### src/rtl/vga_pkg.sv
// Timing defaults and shared types for the debug-screen VGA receive decoder.
package vga_pkg;

    localparam int   H_VIS_DEF       = 640;
    localparam int   H_FP_DEF        = 16;
    localparam int   H_SYNC_DEF      = 96;
    localparam int   H_BP_DEF        = 48;
    localparam int   H_TOT_DEF       = H_VIS_DEF + H_FP_DEF + H_SYNC_DEF + H_BP_DEF;

    localparam int   V_VIS_DEF       = 480;
    localparam int   V_FP_DEF        = 10;
    localparam int   V_SYNC_DEF      = 2;
    localparam int   V_BP_DEF        = 33;
    localparam int   V_TOT_DEF       = V_VIS_DEF + V_FP_DEF + V_SYNC_DEF + V_BP_DEF;

    localparam logic SYNC_POL_DEF    = 1'b0;
    localparam int   LOCK_FRAMES_DEF = 2;

    typedef enum logic [1:0] {
        UNLOCKED = 2'd0,
        ALIGN    = 2'd1,
        LOCKED   = 2'd2
    } lock_state_e;

endpackage

### src/rtl/vga_sync_edge.sv
// Strobe-qualified sample of one sync line plus a pulse on entry into the asserted level.
module vga_sync_edge #(
    parameter logic SYNC_POL = 1'b0
) (
    input  logic clk,
    input  logic reset,
    input  logic en,
    input  logic sync_in,
    output logic start
);

    logic sample_q;
    logic sample_d;

    always_comb begin
        sample_d = sample_q;
        if (en) begin
            sample_d = sync_in;
        end
    end

    // Idle level after reset, so a sync already asserted at release still counts as a start.
    always_ff @(posedge clk) begin
        if (reset) begin
            sample_q <= ~SYNC_POL;
        end else begin
            sample_q <= sample_d;
        end
    end

    assign start = en && (sync_in == SYNC_POL) && (sample_q != SYNC_POL);

endmodule

### src/rtl/vga_sync_decoder.sv
// Receive-side VGA decoder: recovers pixel coordinates, checks line/frame timing,
// tracks lock and captures the colour at a probe coordinate.
module vga_sync_decoder
    import vga_pkg::*;
#(
    parameter int   H_VIS       = H_VIS_DEF,
    parameter int   H_FP        = H_FP_DEF,
    parameter int   H_SYNC      = H_SYNC_DEF,
    parameter int   H_BP        = H_BP_DEF,
    parameter int   V_VIS       = V_VIS_DEF,
    parameter int   V_FP        = V_FP_DEF,
    parameter int   V_SYNC      = V_SYNC_DEF,
    parameter int   V_BP        = V_BP_DEF,
    parameter logic SYNC_POL    = SYNC_POL_DEF,
    parameter int   LOCK_FRAMES = LOCK_FRAMES_DEF
) (
    input  logic        clk,
    input  logic        reset,
    input  logic        en,
    input  logic        hsync,
    input  logic        vsync,
    input  logic [3:0]  R,
    input  logic [3:0]  G,
    input  logic [3:0]  B,
    input  logic [9:0]  probe_x,
    input  logic [9:0]  probe_y,
    output logic        pix_valid,
    output logic [9:0]  pix_x,
    output logic [9:0]  pix_y,
    output logic [11:0] pix_rgb,
    output logic        probe_hit,
    output logic [11:0] probe_rgb,
    output logic        frame_done,
    output logic        locked,
    output logic        h_err,
    output logic        v_err
);

    localparam int          H_TOT     = H_VIS + H_FP + H_SYNC + H_BP;
    localparam int          V_TOT     = V_VIS + V_FP + V_SYNC + V_BP;
    localparam logic [10:0] HCNT_MAX  = 11'h7FF;
    localparam logic [10:0] H_LAST    = 11'(H_TOT - 1);
    localparam logic [10:0] H_TMO_PRE = 11'(2 * H_TOT - 1);
    localparam logic [10:0] H_START   = 11'(H_SYNC + H_BP);
    localparam logic [10:0] H_END     = 11'(H_SYNC + H_BP + H_VIS - 1);
    localparam logic [9:0]  V_START   = 10'(V_SYNC + V_BP);
    localparam logic [9:0]  V_END     = 10'(V_SYNC + V_BP + V_VIS - 1);
    localparam logic [10:0] V_TOT_L   = 11'(V_TOT);
    localparam logic [7:0]  LOCK_N    = 8'(LOCK_FRAMES);

    logic [1:0] sync_in;
    logic [1:0] sync_start;
    logic       hs_start;
    logic       vs_start;

    assign sync_in = {vsync, hsync};

    genvar gi;
    for (gi = 0; gi < 2; gi++) begin : g_edge
        vga_sync_edge #(
            .SYNC_POL (SYNC_POL)
        ) u_edge (
            .clk     (clk),
            .reset   (reset),
            .en      (en),
            .sync_in (sync_in[gi]),
            .start   (sync_start[gi])
        );
    end

    assign hs_start = sync_start[0];
    assign vs_start = sync_start[1];

    logic [10:0] hcnt_q, hcnt_d;
    logic [9:0]  vcnt_q, vcnt_d;
    logic        seen_h_q, seen_h_d;
    logic        seen_v_q, seen_v_d;
    logic        pix_valid_q, pix_valid_d;
    logic [9:0]  pix_x_q, pix_x_d;
    logic [9:0]  pix_y_q, pix_y_d;
    logic [11:0] pix_rgb_q, pix_rgb_d;
    logic        probe_hit_q, probe_hit_d;
    logic [11:0] probe_rgb_q, probe_rgb_d;
    logic        frame_done_q, frame_done_d;
    logic        h_err_q, h_err_d;
    logic        v_err_q, v_err_d;
    logic [10:0] line_cnt;
    lock_state_e state_q, state_d;
    logic [7:0]  good_q, good_d;

    always_comb begin
        hcnt_d       = hcnt_q;
        vcnt_d       = vcnt_q;
        seen_h_d     = seen_h_q;
        seen_v_d     = seen_v_q;
        pix_valid_d  = 1'b0;
        pix_x_d      = pix_x_q;
        pix_y_d      = pix_y_q;
        pix_rgb_d    = pix_rgb_q;
        probe_hit_d  = 1'b0;
        probe_rgb_d  = probe_rgb_q;
        frame_done_d = 1'b0;
        h_err_d      = 1'b0;
        v_err_d      = 1'b0;
        // A start coincident with this vsync start belongs to the frame just ending.
        line_cnt     = {1'b0, vcnt_q} + {10'd0, hs_start};

        if (en) begin
            if (hs_start) begin
                hcnt_d   = 11'd0;
                seen_h_d = 1'b1;
                h_err_d  = seen_h_q && (hcnt_q != H_LAST);
            end else begin
                if (hcnt_q != HCNT_MAX) begin
                    hcnt_d = hcnt_q + 11'd1;
                end
                h_err_d = (hcnt_q == H_TMO_PRE);
            end

            if (vs_start) begin
                vcnt_d       = 10'd0;
                seen_v_d     = 1'b1;
                frame_done_d = 1'b1;
                v_err_d      = seen_v_q && (line_cnt != V_TOT_L);
            end else if (hs_start) begin
                vcnt_d = vcnt_q + 10'd1;
            end

            // Position of the pixel on this strobe is the updated counter value.
            if ((hcnt_d >= H_START) && (hcnt_d <= H_END) &&
                (vcnt_d >= V_START) && (vcnt_d <= V_END)) begin
                pix_valid_d = 1'b1;
                pix_x_d     = 10'(hcnt_d - H_START);
                pix_y_d     = vcnt_d - V_START;
                pix_rgb_d   = {R, G, B};
                if ((pix_x_d == probe_x) && (pix_y_d == probe_y)) begin
                    probe_hit_d = 1'b1;
                    probe_rgb_d = {R, G, B};
                end
            end
        end
    end

    always_comb begin
        state_d = state_q;
        good_d  = good_q;
        case (state_q)
            UNLOCKED: begin
                if (frame_done_q) begin
                    state_d = ALIGN;
                    good_d  = 8'd0;
                end
            end
            ALIGN: begin
                if (frame_done_q) begin
                    good_d = good_q + 8'd1;
                    if (good_q + 8'd1 >= LOCK_N) begin
                        state_d = LOCKED;
                    end
                end
            end
            LOCKED: begin
                state_d = LOCKED;
            end
            default: begin
                state_d = UNLOCKED;
                good_d  = 8'd0;
            end
        endcase
        // Errors override any frame credit earned on the same cycle.
        if (h_err_q || v_err_q) begin
            state_d = ALIGN;
            good_d  = 8'd0;
        end
    end

    always_ff @(posedge clk) begin
        if (reset) begin
            hcnt_q       <= 11'd0;
            vcnt_q       <= 10'd0;
            seen_h_q     <= 1'b0;
            seen_v_q     <= 1'b0;
            pix_valid_q  <= 1'b0;
            pix_x_q      <= 10'd0;
            pix_y_q      <= 10'd0;
            pix_rgb_q    <= 12'd0;
            probe_hit_q  <= 1'b0;
            probe_rgb_q  <= 12'd0;
            frame_done_q <= 1'b0;
            h_err_q      <= 1'b0;
            v_err_q      <= 1'b0;
            state_q      <= UNLOCKED;
            good_q       <= 8'd0;
        end else begin
            hcnt_q       <= hcnt_d;
            vcnt_q       <= vcnt_d;
            seen_h_q     <= seen_h_d;
            seen_v_q     <= seen_v_d;
            pix_valid_q  <= pix_valid_d;
            pix_x_q      <= pix_x_d;
            pix_y_q      <= pix_y_d;
            pix_rgb_q    <= pix_rgb_d;
            probe_hit_q  <= probe_hit_d;
            probe_rgb_q  <= probe_rgb_d;
            frame_done_q <= frame_done_d;
            h_err_q      <= h_err_d;
            v_err_q      <= v_err_d;
            state_q      <= state_d;
            good_q       <= good_d;
        end
    end

    assign pix_valid  = pix_valid_q;
    assign pix_x      = pix_x_q;
    assign pix_y      = pix_y_q;
    assign pix_rgb    = pix_rgb_q;
    assign probe_hit  = probe_hit_q;
    assign probe_rgb  = probe_rgb_q;
    assign frame_done = frame_done_q;
    assign h_err      = h_err_q;
    assign v_err      = v_err_q;
    assign locked     = (state_q == LOCKED);

endmodule

### config.mk
export PLATFORM = sky130hd
export DESIGN_NAME = vga_sync_decoder
export DESIGN_NICKNAME = d
export VERILOG_FILES = /design/src/rtl/vga_pkg.sv /design/src/rtl/vga_sync_edge.sv /design/src/rtl/vga_sync_decoder.sv
export SDC_FILE = /design/constraint.sdc
export NUM_CORES = 1
export LEC_CHECK = 0
export CORE_MARGIN = 4
export CORE_UTILIZATION = 49
export DETAILED_ROUTE_END_ITERATION = 12
export PLACE_DENSITY = 0.85
export SYNTH_ARGS = -nofsm -noshare
export SYNTH_HDL_FRONTEND = slang
export SYNTH_HIERARCHICAL = 1
export SYNTH_SLANG_ARGS = --single-unit
### constraint.sdc
create_clock -name clk -period 3.8 [get_ports clk]
set_clock_uncertainty 0.15 [all_clocks]
set_input_delay 0.76 -clock clk [delete_from_list [all_inputs] [get_ports clk]]
set_output_delay 0.76 -clock clk [all_outputs]
set_load 0.01 [all_outputs]
# [Word level (Yosys, flattened, before mapping)]
# Cells that the tools add are included.
[totals] regBits=84 wordCells=90 in_bits=37 out_inout_bits=50
[classes] n_addsub=6 order_cmp=5 bitwise=6 reduce_logical=23 n_eq_ne=14 n_mux=18
[op_table] op="$mux 11" n=3
[op_table] op="$mux 10" n=3
[op_table] op="$pmux 8 s3" n=1
[op_table] op="$ne 11x10->1 const B" n=2
[op_table] op="$eq 10x10->1" n=2
[op_table] op="$mux 8" n=2
[op_table] op="$reduce_and 3->1" n=4
[op_table] op="$add 10x1->11" n=1
[op_table] op="$add 11x1->11 const B" n=1
[op_table] op="$eq 11x11->1 const B" n=1
[op_table] op="$ge 11x8->1 const B" n=1
[op_table] op="$le 11x10->1 const B" n=1
[op_table] op="$ne 11x11->1 const B" n=1
[op_table] op="$add 10x1->10 const B" n=1
[op_table] op="$ge 10x6->1 const B" n=1
[op_table] op="$le 10x10->1 const B" n=1
[op_table] op="$logic_and 1x1->1" n=10
[op_table] op="$sub 10x6->10 const B" n=1
[op_table] op="$sub 10x8->10 const B" n=1
[op_table] op="$ne 3x3->1 const B" n=3
[op_table] op="$add 8x1->8 const B" n=1
[op_table] op="$ge 8x2->1 const B" n=1
[op_table] op="$mux 2" n=3
[op_table] op="$ne 2x2->1 const B" n=3
[op_table] op="other kinds (10)" n=23

# [Depth between registers and ports, before layout]
# Gate-level depths: netlist of run 1.
[depth] word_depth=11 ltp_mapped=16 ltp_nobuf=14

# [Cells and area by module]
# The synthesis of run 1 kept the hierarchy.
[modules_own_cells] mod="vga_sync_decoder" n_inst=1 seq_area_each_um2=1641.6 area_each_um2=5051.1 cells_per_inst=596
[modules_own_cells] mod="vga_sync_edge" n_inst=2 seq_area_each_um2=20.0 area_each_um2=45.0 cells_per_inst=4

# [Worst setup path after synthesis of run 1]
# No wires, ideal clock.
[synth_path] path_type="input port to flip-flop" start="in hsync" end="reg probe_rgb_q[10] (netlist: probe_rgb[10])" t_required_ns=3.518 setup_time_ns=0.132 arrival_ns=3.721 path_slack_ns=-0.204 stages=12 n_path_buf=2 path_cell_list="and3b_2 buf_4 mux2i_1 nor2_1 ha_1 or4_1 and2_1 o31a_1 a2111o_1 buf_4 o31ai_2 a21oi_1"
[synth_between] elab_chain_cells=10 elab_cells_between_ends=21 classes_between="add/sub: 2; order compare: 4; eq/ne: 2; mux: 5; bitwise: 1; reduce/logical: 7"
[synth_lines] item="start, declared" line_no="vga_sync_decoder.sv:20" rtl="input logic hsync,"
[synth_lines] item="$not 1->1 (*)" line_no="vga_sync_edge.sv:31" rtl="assign start = en && (sync_in == SYNC_POL) && (sample_q != SYNC_POL);"
[synth_lines] item="$logic_and 1x1->1 (*) (2 in a row)" line_no="vga_sync_edge.sv:31"
[synth_lines] item="$mux 10 or $mux 11 (tied branches)" line_no="vga_sync_decoder.sv:125, vga_sync_decoder.sv:109"
[synth_lines] item="$mux 10 or $mux 11 (tied branches)" line_no="vga_sync_decoder.sv:120, vga_sync_decoder.sv:108"
[synth_lines] item="$mux 10, or another cell as far along" line_no="vga_sync_decoder.sv:108" rtl="if (en) begin"
[synth_lines] item="$sub 10x6->10, or another cell as far along" line_no="vga_sync_decoder.sv:134" rtl="pix_y_d = vcnt_d - V_START;"
[synth_lines] item="$eq 10x10->1 or $logic_and 1x1->1 (tied branches)" line_no="vga_sync_decoder.sv:136, vga_sync_decoder.sv:130"
[synth_lines] item="$logic_and 1x1->1 (on tied branches)" line_no="vga_sync_decoder.sv:136, vga_sync_decoder.sv:131"
[synth_lines] item="$reduce_and 3->1 (no source line) (*)"
[synth_lines] item="end signal, assigned" line_no="vga_sync_decoder.sv:204" rtl="probe_rgb_q <= probe_rgb_d;"
[synth_lines] item="end, declared" line_no="vga_sync_decoder.sv:83" rtl="logic [11:0] probe_rgb_q, probe_rgb_d;"
# Mark *: on every way between the ends. The rest lies on a longest branch, timed or not. The select of a mux whose other input is x is not followed.
# A chain may end at the register's enable or synchronous reset.

# [Worst setup path in the final report of run 1]
[layout_path] start="in hsync" end="reg probe_rgb_q[9] (netlist: probe_rgb[9])"
[layout_between] elab_chain_cells=10 elab_cells_between_ends=21 classes_between="add/sub: 2; order compare: 4; eq/ne: 2; mux: 5; bitwise: 1; reduce/logical: 7"
[layout_lines] item="$not 1->1 (*)" line_no="vga_sync_edge.sv:31"
[layout_lines] item="$logic_and 1x1->1 (*) (2 in a row)" line_no="vga_sync_edge.sv:31"
[layout_lines] item="named net hs_start" line_no="vga_sync_decoder.sv:53" rtl="logic hs_start;"
[layout_lines] item="$mux 10 or $mux 11 (tied branches)" line_no="vga_sync_decoder.sv:125, vga_sync_decoder.sv:109"
[layout_lines] item="$mux 10 or $mux 11 (tied branches)" line_no="vga_sync_decoder.sv:120, vga_sync_decoder.sv:108"
[layout_lines] item="$mux 10, or another cell as far along" line_no="vga_sync_decoder.sv:108"
[layout_lines] item="$sub 10x6->10, or another cell as far along" line_no="vga_sync_decoder.sv:134"
[layout_lines] item="$eq 10x10->1 or $logic_and 1x1->1 (tied branches)" line_no="vga_sync_decoder.sv:136, vga_sync_decoder.sv:130"
[layout_lines] item="$logic_and 1x1->1 (on tied branches)" line_no="vga_sync_decoder.sv:136, vga_sync_decoder.sv:131"
[layout_lines] item="$reduce_and 3->1 (no source line) (*)"
# Mark *: on every way through the listed nets, which the timed path passes. The rest lies on a longest branch. The select of a mux whose other input is x is not followed.

==> flow_summary.yaml, run 1 <==
outcome:
  status: "finished with violations"
  violations: "setup timing"
finish:
  fillerInstances: 710
  fin_util: 0.726
  multiInputGateArea_sq_um: 3600
  area_delta_synth_final_pct: 45.2
  seq_area_sq_um: 1690
  design_area_sq_um: 7460
  final_layout_size_suffix_gt1_frac: 0.281
  nets: 821
  insertedDiodeCount: 0
setup_path:
  cp-end-kind: "register"
  worstPathRequired_ns: 3.88
  cp.arrival_ns: 3.93
  r2r-end: "pix_y[6]"
  rr_startpoint: "vcnt_q[0]"
  cp_max_fo: 6
  crit_type: "primary input to register"
  reg2reg_slack_ns: 0.02
  start_kind: "primary input"
  r2r_cells: 13
logic_synthesis:
  synth.area.top_cells: "dfxtp_1 33%, mux2i_1 7.0%, nor2_1 6.4%, a21oi_1 3.8%, ha_1 3.4%"
  postSynthCellCount: 604
  synth-seq-cells: 84
  synthFlopType: "dfxtp_1"
  yosysMostFrequentCell: "nor2_1"
  yosys_warnings: 6
  yosys-top-cells-count: "87 x nor2_1, 84 x dfxtp_1, 39 x a21oi_1"
  synth_top_family_by_area: "simple AND/OR/NAND/NOR gates"
  yosysTopAreaCell: "dfxtp_1"
  synth_compound_area_frac: 0.208
  yosys.area_share.simple: 0.246
  synth_area_sq_um: 5140
  async_reset_ff_frac: 0
  synth.yosys.seq_area_share: 0.327
  avgSynthCellArea_sq_um: 8.51
  synth_fa_ha_area_frac: 0.0341
  syn_nets: 655
  synthDistinctLibCells: 79
  synth_top_area_frac: 0.327
  synth_edf_count: 0
  synthMuxAreaShare: 0.0774
  synth_xor_area_frac: 0.0504
hold_path:
  hold_class: "register to register"
  hold_end: "probe_rgb[6]"
  hp-start: "probe_rgb[6]"
  whs_path_depth: 2
drt:
  wirelength_mm: 18.0
  first_pass_iters: 6
  viasPerCell: 6.22
  drt_iter0_markers: 466
  remaining_drc_errors: 0
  via_count: 5662
  wl_per_cell_microns: 19.7
  route.antenna.remaining_nets: 0
floorplan:
  die_w_microns: 110
  dieArea_sq_um: 12200
  row_count: 37
  core-area_sq_um: 10300
  ios: 87
  die_h_microns: 110
  initial_utilization: 0.500
global_routing:
  grt_util_met1: 0.319
  grt_usage: 0.262
  grt_pass1_wl_mm: 27.1
  grt_pass1_vias: 5503
  grt.overflow.total: 0
  globalRouteMet2Util: 0.452
  gr-usage-met3: 0.0570
  antenna_found_initial: 0
  busiest_layer: "met2"
  grt_max_degree: 53
timing:
  max_clock_freq_mhz: 260
  slew_headroom: 0.458
  fin_ws_ns: -0.0502
  worst_slew_pin_slew_ns: 0.790
  rsz0062_at_grt: "true"
  setup_viol: 6
  finalHoldViolations: 0
  min_period_over_period: 1.01
  drv_slew: 0
  tns_ns: -0.156
  period_minus_slack_ns: 3.85
cts:
  numCtsBuffers: 9
  clock_path_buffers: 2
  cts_root_buf: "clkbuf_8"
  cts_tree: "yes"
  cts_sinks: 84
  cts_hold_buf: 0
  h-tree-depth: 3
  path_clk_slew_ns: 0.10
  clk_latency_ns: 0.37
power:
  power.internal_mw: 1.42
  seq_power_share: 0.462
  pwr-share-clk: 0.390
  cellPowerDensity_nw_per_um2: 262
  switchingPower_mw: 0.531
  vdd_drop_max_mv: 0.187
  p_sw_frac: 0.272
  p_leak_nw: 2.89
  combPwrFrac: 0.148
placed_design:
  port_buffers: 86
  hpwlAfterDp_mm: 11.5
  gp_congestion: 0.894
  place_area_sq_um: 6640
run:
  cap_violations: 0
==> area by class of cell <==
type                    count  area share
clock buffers              10      0.0184
clock inverters             6      0.0126
inverters                  15     0.00788
multi-input cells         464       0.482
flip-flops and latches     84       0.226
well taps                 136      0.0228
repair buffers            196       0.231
==> placed cells by master, fill, tap and decap left out, types with 5 or more instances in the layout <==
| cell | instances |
|---|---|
| nand2_1 | 25 |
| clkdlybuf4s50_1 | 82 |
| a21oi_2 | 6 |
| inv_1 | 14 |
| a21o_1 | 5 |
| xor2_1 | 9 |
| nor2_1 | 85 |
| nand4_1 | 26 |
| a211oi_1 | 10 |
| xnor2_1 | 14 |
| nand2b_1 | 5 |
| nand3_1 | 13 |
| buf_6 | 9 |
| nor3_1 | 13 |
| a21oi_1 | 34 |
| o21ai_0 | 10 |
| mux2i_1 | 34 |
| o31ai_4 | 5 |
| dfxtp_1 | 80 |
| buf_4 | 101 |
| nor2b_1 | 9 |
| ha_4 | 5 |
| o31ai_2 | 9 |
| a31oi_1 | 6 |
| ha_1 | 8 |
| nand3b_1 | 5 |
| nor4_1 | 5 |
| clkbuf_8 | 10 |
==> registers in the layout, indices dropped and copies added (netlist names) <==
| register | flops |
|---|---|
| frame_done | 1 |
| g_edge.u_edge/sample_q | 2 |
| good_q | 8 |
| h_err | 1 |
| hcnt_q | 11 |
| pix_rgb | 12 |
| pix_valid | 1 |
| pix_x | 10 |
| pix_y | 10 |
| probe_hit | 1 |
| probe_rgb | 12 |
| seen_h_q | 1 |
| seen_v_q | 1 |
| state_q | 2 |
| v_err | 1 |
| vcnt_q | 10 |
==> worst max path at each step <==
stage	cells after the start	from	end	slack (ns)
after global routing	14	hsync	pix_rgb[1]	-0.14
after global placement	14	hsync	probe_rgb[0]	-0.56
after CTS	13	hsync	probe_rgb[10]	0.0003
final	15	hsync	probe_rgb[9]	-0.05
after floorplan	13	hsync	probe_rgb[2]	0.02
after detailed placement	14	hsync	probe_rgb[1]	-0.69
==> timing repair <==
item / 4_1_cts / 5_1_grt
pin swaps: 12 / 29
endpoints found under the setup margin: 35 / 34
resized for setup: 39 / 58
cloned: 3 / 0
setup buffers: 6 / 13
==> critical path, stage by stage <==
cell       delay [ns]
buf_6            0.09
and3b_2          0.28
buf_6            0.15
buf_4            0.13
nand4_1          0.15
buf_4            0.21
nor4_1           0.39
buf_4            0.21
o21ba_2          0.18
a2111oi_1        0.09
and4b_1          0.26
nand4_1          0.16
or3_4            0.50
o31ai_4          0.28
a21oi_2          0.08
==> power groups by stage <==
stage          clock network (mW)  logic [mW]  registers [mW]
4_1_cts                     0.751       0.258           0.900
3_3_place_gp                    0       0.235           0.919
6_report                    0.762       0.289           0.902
2_1_floorplan                   0       0.145           0.917
3_5_place_dp                    0       0.243           0.920
5_1_grt                     0.791       0.310           0.903
==> layer usage <==
metal | up-vias | routed length [microns]
li1 | 2560 | -
met1 | 2694 | 7010
met2 | 329 | 8710
met3 | 79 | 1380
met4 | 0 | 866
met5 | - | 0
==> stage by stage <==
stage          setup slack (ns)  power (mW)  hold WS (ns)  std cells
2_1_floorplan            0.0168        1.06         0.266        604
6_report                -0.0502        1.95         0.332        911
4_1_cts                0.000306        1.91         0.323        900
3_5_place_dp             -0.689        1.16         0.297        875
3_3_place_gp             -0.558        1.15         0.288        875
5_1_grt                  -0.145        2.00         0.352        911
==> cell families after synthesis <==
family          count (synthesis)
fa+ha+maj                      14
simple gates                  236
compound gates                145
xor+xnor                       28
flops                          84
buf+inv                        58
mux                            39
Power figures use the tool's default switching activity.
==> run 2: changes to the inputs <==
- ABC_AREA: not set -> 1
- CELL_PAD_IN_SITES_DETAIL_PLACEMENT: not set -> 1
- CELL_PAD_IN_SITES_GLOBAL_PLACEMENT: not set -> 2
- CORE_UTILIZATION: 49 -> 27
- GPL_TIMING_DRIVEN: not set -> 1
==> run 2 against run 1 <==
Effect of this change: the flow now finishes without violations; cell area fell by 5.5%; first-iteration DRC count down 52%; critical path depth rose by 7; clock-buffer cell count is 1 lower; synthesized cell count increased by 25%; highest routed layer unchanged; total power increased by 21%; combinational power rose by 85%; wire length down 4.2%.
==> flow_summary.yaml, run 2 <==
global_routing:
  grt.overflow.total: 0
  grt_usage: 0.163
  grt_pass1_vias: 5393
  grt_max_degree: 47
  grt_pass1_wl_mm: 28.5
  antenna_found_initial: 0
placed_design:
  place_area_sq_um: 6720
  gp_congestion: 0.811
  hpwlAfterDp_mm: 13.4
  place_inst: 1119
  port_buffers: 86
floorplan:
  core-area_sq_um: 18800
  die_w_microns: 146
  die_h_microns: 146
  row_count: 50
  dieArea_sq_um: 21400
  initial_utilization: 0.275
  ios: 87
timing:
  period_minus_slack_ns: 3.50
  worst_slew_pin_slew_ns: 0.546
  min_period_over_period: 0.921
  rsz0062_at_grt: "false"
  slew_headroom: 0.632
  drv_slew: 0
  finalHoldViolations: 0
  max_clock_freq_mhz: 286
  setup_viol: 0
setup_path:
  r2r_cells: 20
  cp.arrival_ns: 3.59
  worstPathCellList: "clkdlybuf4s50_1 -> nand2_1 -> nor2_4 -> ha_1 -> nand2_1 -> inv_1 -> ha_2 -> inv_1 -> nand2_1 -> inv_1 -> nand3_4 -> nand2_2 -> nand2_1 -> nand3_1 -> nand2_1 -> inv_1 -> nand2_1 -> nor3_1 -> buf_4 -> nand4_1 -> nand2_1 -> nor2_1"
  rr_startpoint: "hcnt_q[1]"
  r2r-end: "probe_rgb[4]"
  cp_slowest_stage_delay_ns: 0.48
  crit_cells: 22
  cp_max_fo: 12
  crit_type: "primary input to register"
  critPathBufInv: 6
  critical-path-top-delay-family: "simple AND/OR/NAND/NOR gates"
  cp-end-kind: "register"
  reg2reg_slack_ns: 0.59
  start_kind: "primary input"
  cp_common_cell: "nand2_1"
  worstPathRequired_ns: 3.90
  critPathSlowestCell: "clkdlybuf4s50_1"
logic_synthesis:
  synthDistinctLibCells: 43
  synth_edf_count: 0
  synth-seq-cells: 84
  synthFlopType: "dfxtp_1"
  synth.area.top_cells: "dfxtp_1 33%, nand2_1 11%, inv_1 7.1%, nand3_1 5.5%, o21ai_0 5.4%"
  syn_nets: 809
  synth.yosys.seq_area_share: 0.326
  avgSynthCellArea_sq_um: 6.81
  async_reset_ff_frac: 0
  yosys-top-cells-count: "154 x nand2_1, 97 x inv_1, 84 x dfxtp_1"
  synth_area_sq_um: 5160
  yosysTopAreaCell: "dfxtp_1"
  yosysMostFrequentCell: "nand2_1"
  synth_top_area_frac: 0.326
  yosys_warnings: 6
  postSynthCellCount: 758
run:
  cap_violations: 0
finish:
  final_layout_size_suffix_gt1_frac: 0.183
  nets: 948
  stdcell_count: 1136
  design_area_sq_um: 7050
  insertedDiodeCount: 0
  fillerInstances: 2392
  area_delta_synth_final_pct: 36.7
  layout_commonest_cell: "nand2_1"
  final_cell_mix: "153 x nand2_1, 96 x inv_1, 86 x clkdlybuf4s50_1"
cts:
  cts_sinks: 84
  cts_tree: "yes"
  numCtsBuffers: 9
  path_clk_slew_ns: 0.07
  clock_path_buffers: 2
  h-tree-depth: 3
  cts_root_buf: "clkbuf_16"
  clk_latency_ns: 0.35
drt:
  via_count: 5333
  first_pass_iters: 4
  wirelength_mm: 17.2
  viasPerCell: 4.69
  drt_iter0_markers: 226
  wl_per_cell_microns: 15.2
  remaining_drc_errors: 0
  route.antenna.remaining_nets: 0
hold_path:
  hp-start: "seen_h_q"
  whs_path_depth: 2
  hold_end: "seen_h_q"
  hold_class: "register to register"
power:
  p_leak_nw: 3.24
  cellPowerDensity_nw_per_um2: 336
  vdd_drop_max_mv: 0.187
outcome:
  status: "complete, no violations"
-- run 2: kinds of logic (layout without fill, tap and decap cells) --
family | Yosys count | in the layout | share of synthesized area
XOR/XNOR | 12 | 12 | 0.0204
AO/OA/AOI/OAI | 131 | 131 | 0.136
flip-flops | 84 | 84 | 0.326
buffers and inverters | 135 | 279 | 0.109
adder cells (fa/ha/maj) | 14 | 14 | 0.0339
AND/OR/NAND/NOR | 382 | 382 | 0.375
-- run 2: worst max-delay path by stage --
stage	start	to	slack, ns
global placement	en	probe_rgb[1]	-0.14
finish	en	probe_rgb[4]	0.30
detailed placement	hsync	probe_rgb[4]	-0.19
CTS	hsync	probe_rgb[4]	0.15
global route	hsync	probe_rgb[4]	0.002
floorplan	hsync	probe_rgb[10]	0.62
-- run 2: what timing repair did --
| action | 4_1_cts | 5_1_grt |
|---|---|---|
| resized for setup | 0 | 8 |
| hold buffers | 0 | 0 |
| endpoints found under the setup margin | 0 | 12 |
| buffers inserted | 0 | 1 |
-- run 2: worst min-delay path, stage by stage (launching register included) --
cell and delay [ns]:
dfxtp_1 0.33, a21oi_1 0.04, nor2_1 0.07
-- run 2: area by class of cell --
cell class                      instances  area (sq um)  share of cell area
Clock buffer                            9           225              0.0319
Clock inverter                          7          65.1             0.00922
Inverter                              108           410              0.0582
Multi-Input combinational cell        539          2950               0.418
Sequential cell                        84          1680               0.238
Tap cell                              234           293              0.0415
Timing Repair Buffer                  155          1430               0.203
-- run 2: power by group --
part	total [mW]	internal, mW	leakage [nW]	switching, mW
Sequential	0.954	0.919	0.683	0.0347
Combinational	0.536	0.237	2.42	0.299
Clock	0.879	0.460	0.134	0.419
Total	2.37	1.62	3.24	0.753
-- run 2: metal layers --
layer,GRT usage,vias up,share of wire
li1,-,2738,-
met2,0.257,55,0.45
met5,0,-,0
met1,0.233,2533,0.52
met4,0.0325,0,0.0081
met3,0.0310,7,0.024
-- run 2: metrics by stage --
step | setup TNS [ns] | util | hold WS [ns] | worst slack (ns) | power (mW)
after floorplan | 0 | - | 0.279 | 0.620 | 1.25
after global placement | -1.68 | 0.358 | 0.293 | -0.144 | 1.49
after global routing | 0 | 0.376 | 0.353 | 0.00159 | 2.51
final | 0 | 0.376 | 0.320 | 0.301 | 2.37
after CTS | 0 | 0.374 | 0.325 | 0.154 | 2.40
after detailed placement | -2.53 | 0.358 | 0.301 | -0.189 | 1.50
==> edit 1: new RTL, flow settings as in run 1 <==
`SYNC_POL_DEF`: 1'b0 -> 1'b1.
--- a/src/rtl/vga_pkg.sv
+++ b/src/rtl/vga_pkg.sv
@@ -13,7 +13,7 @@
     localparam int   V_BP_DEF        = 33;
     localparam int   V_TOT_DEF       = V_VIS_DEF + V_FP_DEF + V_SYNC_DEF + V_BP_DEF;
 
-    localparam logic SYNC_POL_DEF    = 1'b0;
+    localparam logic SYNC_POL_DEF    = 1'b1;
     localparam int   LOCK_FRAMES_DEF = 2;
 
     typedef enum logic [1:0] {
Function: changed (a bounded check fails within 4 cycles, from zero or initial values and one cycle with reset high).
==> edit 1 against run 1 <==
Worst setup slack improved by 0.079 ns. Routed wire length decreased by 4.5%. Cell area rose by 0.39%. Sequential share of layout area fell by 0.10 points. First-iteration DRC count up 30%. Hold slack better by 0.0082 ns. Area after synthesis about the same. Count of clock-buffer cells in the layout rose by 2. Power down 4.8%. Sequential cell count did not move. Critical endpoint is now probe_rgb[5]$_SDFFE_PP0P_.
==> edit 1: results (changes against run 1) <==
* Vias in the first global route at 5,294 (was 5,503)
* Placed inst area at 6690 um^2 (was 6640 um^2)
* First-pass GRT wire length at 25,500 um (was 27,100 um)
* Final net count at 828 (was 821)
* Status: finished, final reports clean (was finished, violations left)
* Drt via density at 6.03 (was 6.22)
* Syn Area/Cell at 8.48 um^2 (was 8.51 um^2)
* Post-synth top cells: nor2_1 (89), dfxtp_1 (84), a21oi_1 (39), mux2i_1 (36), nand2_1 (27) (was nor2_1 (87), dfxtp_1 (84), a21oi_1 (39), mux2i_1 (36), nand4_1 (26))
* Post-CTS sizing at 31 (was 39)
* Syn Nets at 657 (was 655)
* DP Cell Count at 881 (was 875)
* Slew HR at 0.476 (was 0.458)
* Fillers at 702 (was 710)
* HPWL after DPL at 11,500 um (about the same)
* Hold Slack at 0.341 ns (was 0.332 ns)
* Hold Crit Endpoint: seen_v_q$_SDFFE_PP0P_ (was probe_rgb[6]$_SDFFE_PP0P_)
* Layout cells sized above 1 at 0.277 (was 0.281)
* Hold Crit Start: seen_v_q$_SDFFE_PP0P_ (was probe_rgb[6]$_SDFFE_PP0P_)
* Leakage at 2.94 nW (was 2.89 nW)
* Gpl congestion at 0.915 (was 0.894)
* Worst r2r src: hcnt_q[0]$_SDFFE_PP0P_ (was vcnt_q[0]$_SDFFE_PP0P_)
* Setup bufs post-CTS at 10 (was 6)
* First DRT Iteration DRCs at 606 (was 466)
* Vias at 5,537 (was 5,662)
* Sequential share of the synthesized area at 0.327 (about the same)
* GRT Util Overall at 0.267 (was 0.262)
* First-pass DRT Iterations at 5 (was 6)
* Multi-input combinational cell area at 3560 um^2 (was 3600 um^2)
* Reg-to-reg endpoint: probe_rgb[10]$_SDFFE_PP0P_ (was pix_y[6]$_SDFFE_PP0P_)
* DIE AREA at 12,200 um^2 (about the same)
* Synth unique cells at 78 (was 79)
* Worst EP arrival at 3.86 ns (was 3.93 ns)
* Area contributors post-synth: dfxtp_1 (33%), mux2i_1 (7.0%), nor2_1 (6.5%), a21oi_1 (3.8%), ha_1 (3.4%) (was dfxtp_1 (33%), mux2i_1 (7.0%), nor2_1 (6.4%), a21oi_1 (3.8%), ha_1 (3.4%))
* Clk_lat worst skew at 0.37 ns (about the same)
* R2R setup slack at 0.05 ns (was 0.02 ns)
## edit 1: cell type report
class	count	share of cell area
Multi-Input combinational cell	465	0.475
Inverter	15	0.00752
Clock buffer	12	0.0194
Timing Repair Buffer	202	0.244
Clock inverter	4	0.00651
Sequential cell	84	0.225
Tap cell	136	0.0227
## edit 1: worst max path at each step
stage	slack [ns]	to	start
after floorplan	0.03	probe_rgb[10]$_SDFFE_PP0P_	en
after global placement	-0.52	probe_rgb[0]$_SDFFE_PP0P_	en
after detailed placement	-0.67	probe_rgb[1]$_SDFFE_PP0P_	en
after CTS	0.05	probe_rgb[1]$_SDFFE_PP0P_	vsync
after global routing	-0.05	probe_rgb[5]$_SDFFE_PP0P_	en
final	0.03	probe_rgb[5]$_SDFFE_PP0P_	en
## edit 1: critical path, stage by stage
cell,delay [ns]
buf_6,0.07
nand2_2,0.06
nor2_4,0.18
buf_6,0.15
and4_4,0.23
mux2_4,0.36
or4_4,0.57
and2_4,0.19
o31a_1,0.26
a2111o_1,0.45
clkbuf_16,0.21
o31ai_2,0.25
a21oi_1,0.11
## edit 1: layer usage
layer	GRT usage	up-vias	wire (um)
met3	0.0431	55	1280
li1	-	2575	-
met2	0.464	282	8470
met5	0	-	0
met1	0.329	2625	6860
met4	0.103	0	541
## edit 1: report_power, final
part / total [mW] / switching, mW / internal, mW
Clock: 0.656 / 0.334 / 0.322
Sequential: 0.903 / 0.0118 / 0.891
Combinational: 0.300 / 0.156 / 0.145
Total: 1.86 / 0.501 / 1.36
## edit 1: logic make-up after synthesis
logic type      count (synthesis)  synth area share
mux                            39            0.0775
simple gates                  238             0.245
xor+xnor                       28            0.0504
fa+ha+maj                      14            0.0341
compound gates                145             0.209
flops                          84             0.327
buf+inv                        58            0.0572
==> edit 2: new RTL, settings of run 1 <==
Made on the original files. Take the reset off `pix_x_q` and load it in a clocked block of its own.
--- a/src/rtl/vga_sync_decoder.sv
+++ b/src/rtl/vga_sync_decoder.sv
@@ -181,7 +181,6 @@
             seen_h_q     <= 1'b0;
             seen_v_q     <= 1'b0;
             pix_valid_q  <= 1'b0;
-            pix_x_q      <= 10'd0;
             pix_y_q      <= 10'd0;
             pix_rgb_q    <= 12'd0;
             probe_hit_q  <= 1'b0;
@@ -197,7 +196,6 @@
             seen_h_q     <= seen_h_d;
             seen_v_q     <= seen_v_d;
             pix_valid_q  <= pix_valid_d;
-            pix_x_q      <= pix_x_d;
             pix_y_q      <= pix_y_d;
             pix_rgb_q    <= pix_rgb_d;
             probe_hit_q  <= probe_hit_d;
@@ -210,6 +208,10 @@
         end
     end
 
+    always_ff @(posedge clk) begin
+        pix_x_q <= pix_x_d;
+    end
+
     assign pix_valid  = pix_valid_q;
     assign pix_x      = pix_x_q;
     assign pix_y      = pix_y_q;
Formal check against the unedited RTL: no difference found for any inputs over 10 cycles, from zero or initial values and one cycle with reset high; that may be too few to reach the edited logic, so the function may still have changed.
==> edit 2 against run 1 <==
The run still ends with setup timing left. Hold slack worse by 0.0045 ns. Cell area shrank 0.23%. Routed wire length down 0.29%. Area after synthesis increased by 1.8%. Sequential share of layout area grew 1.3 points. Sequential cell count did not move. Die area rose by 1.7%. Sequential power increased by 2%. Maximum frequency shrank 2.8%. Power decreased by 6.4%. Worst setup slack got worse by 0.11 ns.
==> edit 2: results (changes against run 1) <==
* Worst EP arrival at 4.07 ns (was 3.93 ns)
* First DRT Iteration DRCs at 616 (was 466)
* Final setup viols at 12 (was 6)
* Post-synth top cells: nor2_1 (77), dfxtp_1 (74), mux2i_1 (46), a21oi_1 (32), nand4_1 (24) (was nor2_1 (87), dfxtp_1 (84), a21oi_1 (39), mux2i_1 (36), nand4_1 (26))
* Post-CTS sizing at 33 (was 39)
* Post-synth EDFFs at 10 (was 0)
* Post-synthesis compound-gate area fraction at 0.174 (was 0.208)
* Status: finished, violations left (unchanged)
* Sequential share of the synthesized area at 0.340 (was 0.327)
* GRT Util Overall at 0.268 (was 0.262)
* Violated checks: setup timing (unchanged)
* Leakage at 2.84 nW (was 2.89 nW)
* Pin count of the biggest net entering global routing at 35 (was 53)
* CP peak stage delay at 0.66 ns (was 0.50 ns)
* First-pass GRT wire length at 27,500 um (was 27,100 um)
* Routed wl met2 at 9000 um (was 8710 um)
* Final net count at 814 (was 821)
* Layout cells sized above 1 at 0.259 (was 0.281)
* Wire per inst at 19.8 um (was 19.7 um)
* Final WS setup at -0.162 ns (was -0.0502 ns)
* GR Util met3 at 0.0435 (was 0.0570)
* Vias at 5,562 (was 5,662)
* HPWL after DPL at 11,900 um (was 11,500 um)
* Vias in the first global route at 5,451 (was 5,503)
* Drt via density at 6.15 (was 6.22)
* Mux cell area share after synthesis at 0.0944 (was 0.0774)
[edit 2: tightest hold or removal path: cells and delay by family, from the launching register on]
family,cells,cell delay [ns]
flip-flops,1,0.34
AO/OA/AOI/OAI,1,0.04
AND/OR/NAND/NOR,1,0.06
[edit 2: cell families (layout without fill, tap and decap cells)]
family | after synthesis | after routing
AOI/OAI and AO/OA | 123 | 123
xor gates and xnor gates | 31 | 31
adders and majority gates | 14 | 14
buffers and inverters | 62 | 237
DFF | 84 | 84
muxes | 49 | 49
and+or+nand+nor | 228 | 230
[edit 2: final cells by class]
class                   instances  area, um^2
clock buffers                   9         124
clock inverters                 7        62.6
fillers                       713        2920
inverters                      18        67.6
multi-input cells             447        3420
flip-flops and latches         84        1780
well taps                     136         170
repair buffers                203        1820
[edit 2: per-stage QoR]
| stage | hold WS (ns) | TNS, ns | cell area, um^2 |
|---|---|---|---|
| floorplan | 0.263 | -0.852 | 5300 |
| global placement | 0.278 | -25.71 | 6870 |
| detailed placement | 0.310 | -28.99 | 6870 |
| CTS | 0.322 | -0.226 | 7230 |
| global route | 0.340 | -3.32 | 7450 |
| finish | 0.328 | -1.37 | 7450 |
[edit 2: final timing paths]
check | cells after the start | slack, ns | from | endpoint
max | 13 | -0.16 | hsync | probe_rgb[9]$_SDFFE_PP0P_
min | 2 | 0.33 | seen_v_q$_SDFFE_PP0P_ | v_err$_SDFF_PP0_
max reg2reg | 19 | -0.04 | hcnt_q[0]$_SDFFE_PP0P_ | probe_rgb[1]$_SDFFE_PP0P_
min reg2reg | 2 | 0.33 | seen_v_q$_SDFFE_PP0P_ | v_err$_SDFF_PP0_
[edit 2: power breakdown]
part | switching, mW | internal, mW
registers | 0.0109 | 0.906
clock network | 0.385 | 0.254
logic | 0.143 | 0.128
total | 0.540 | 1.29
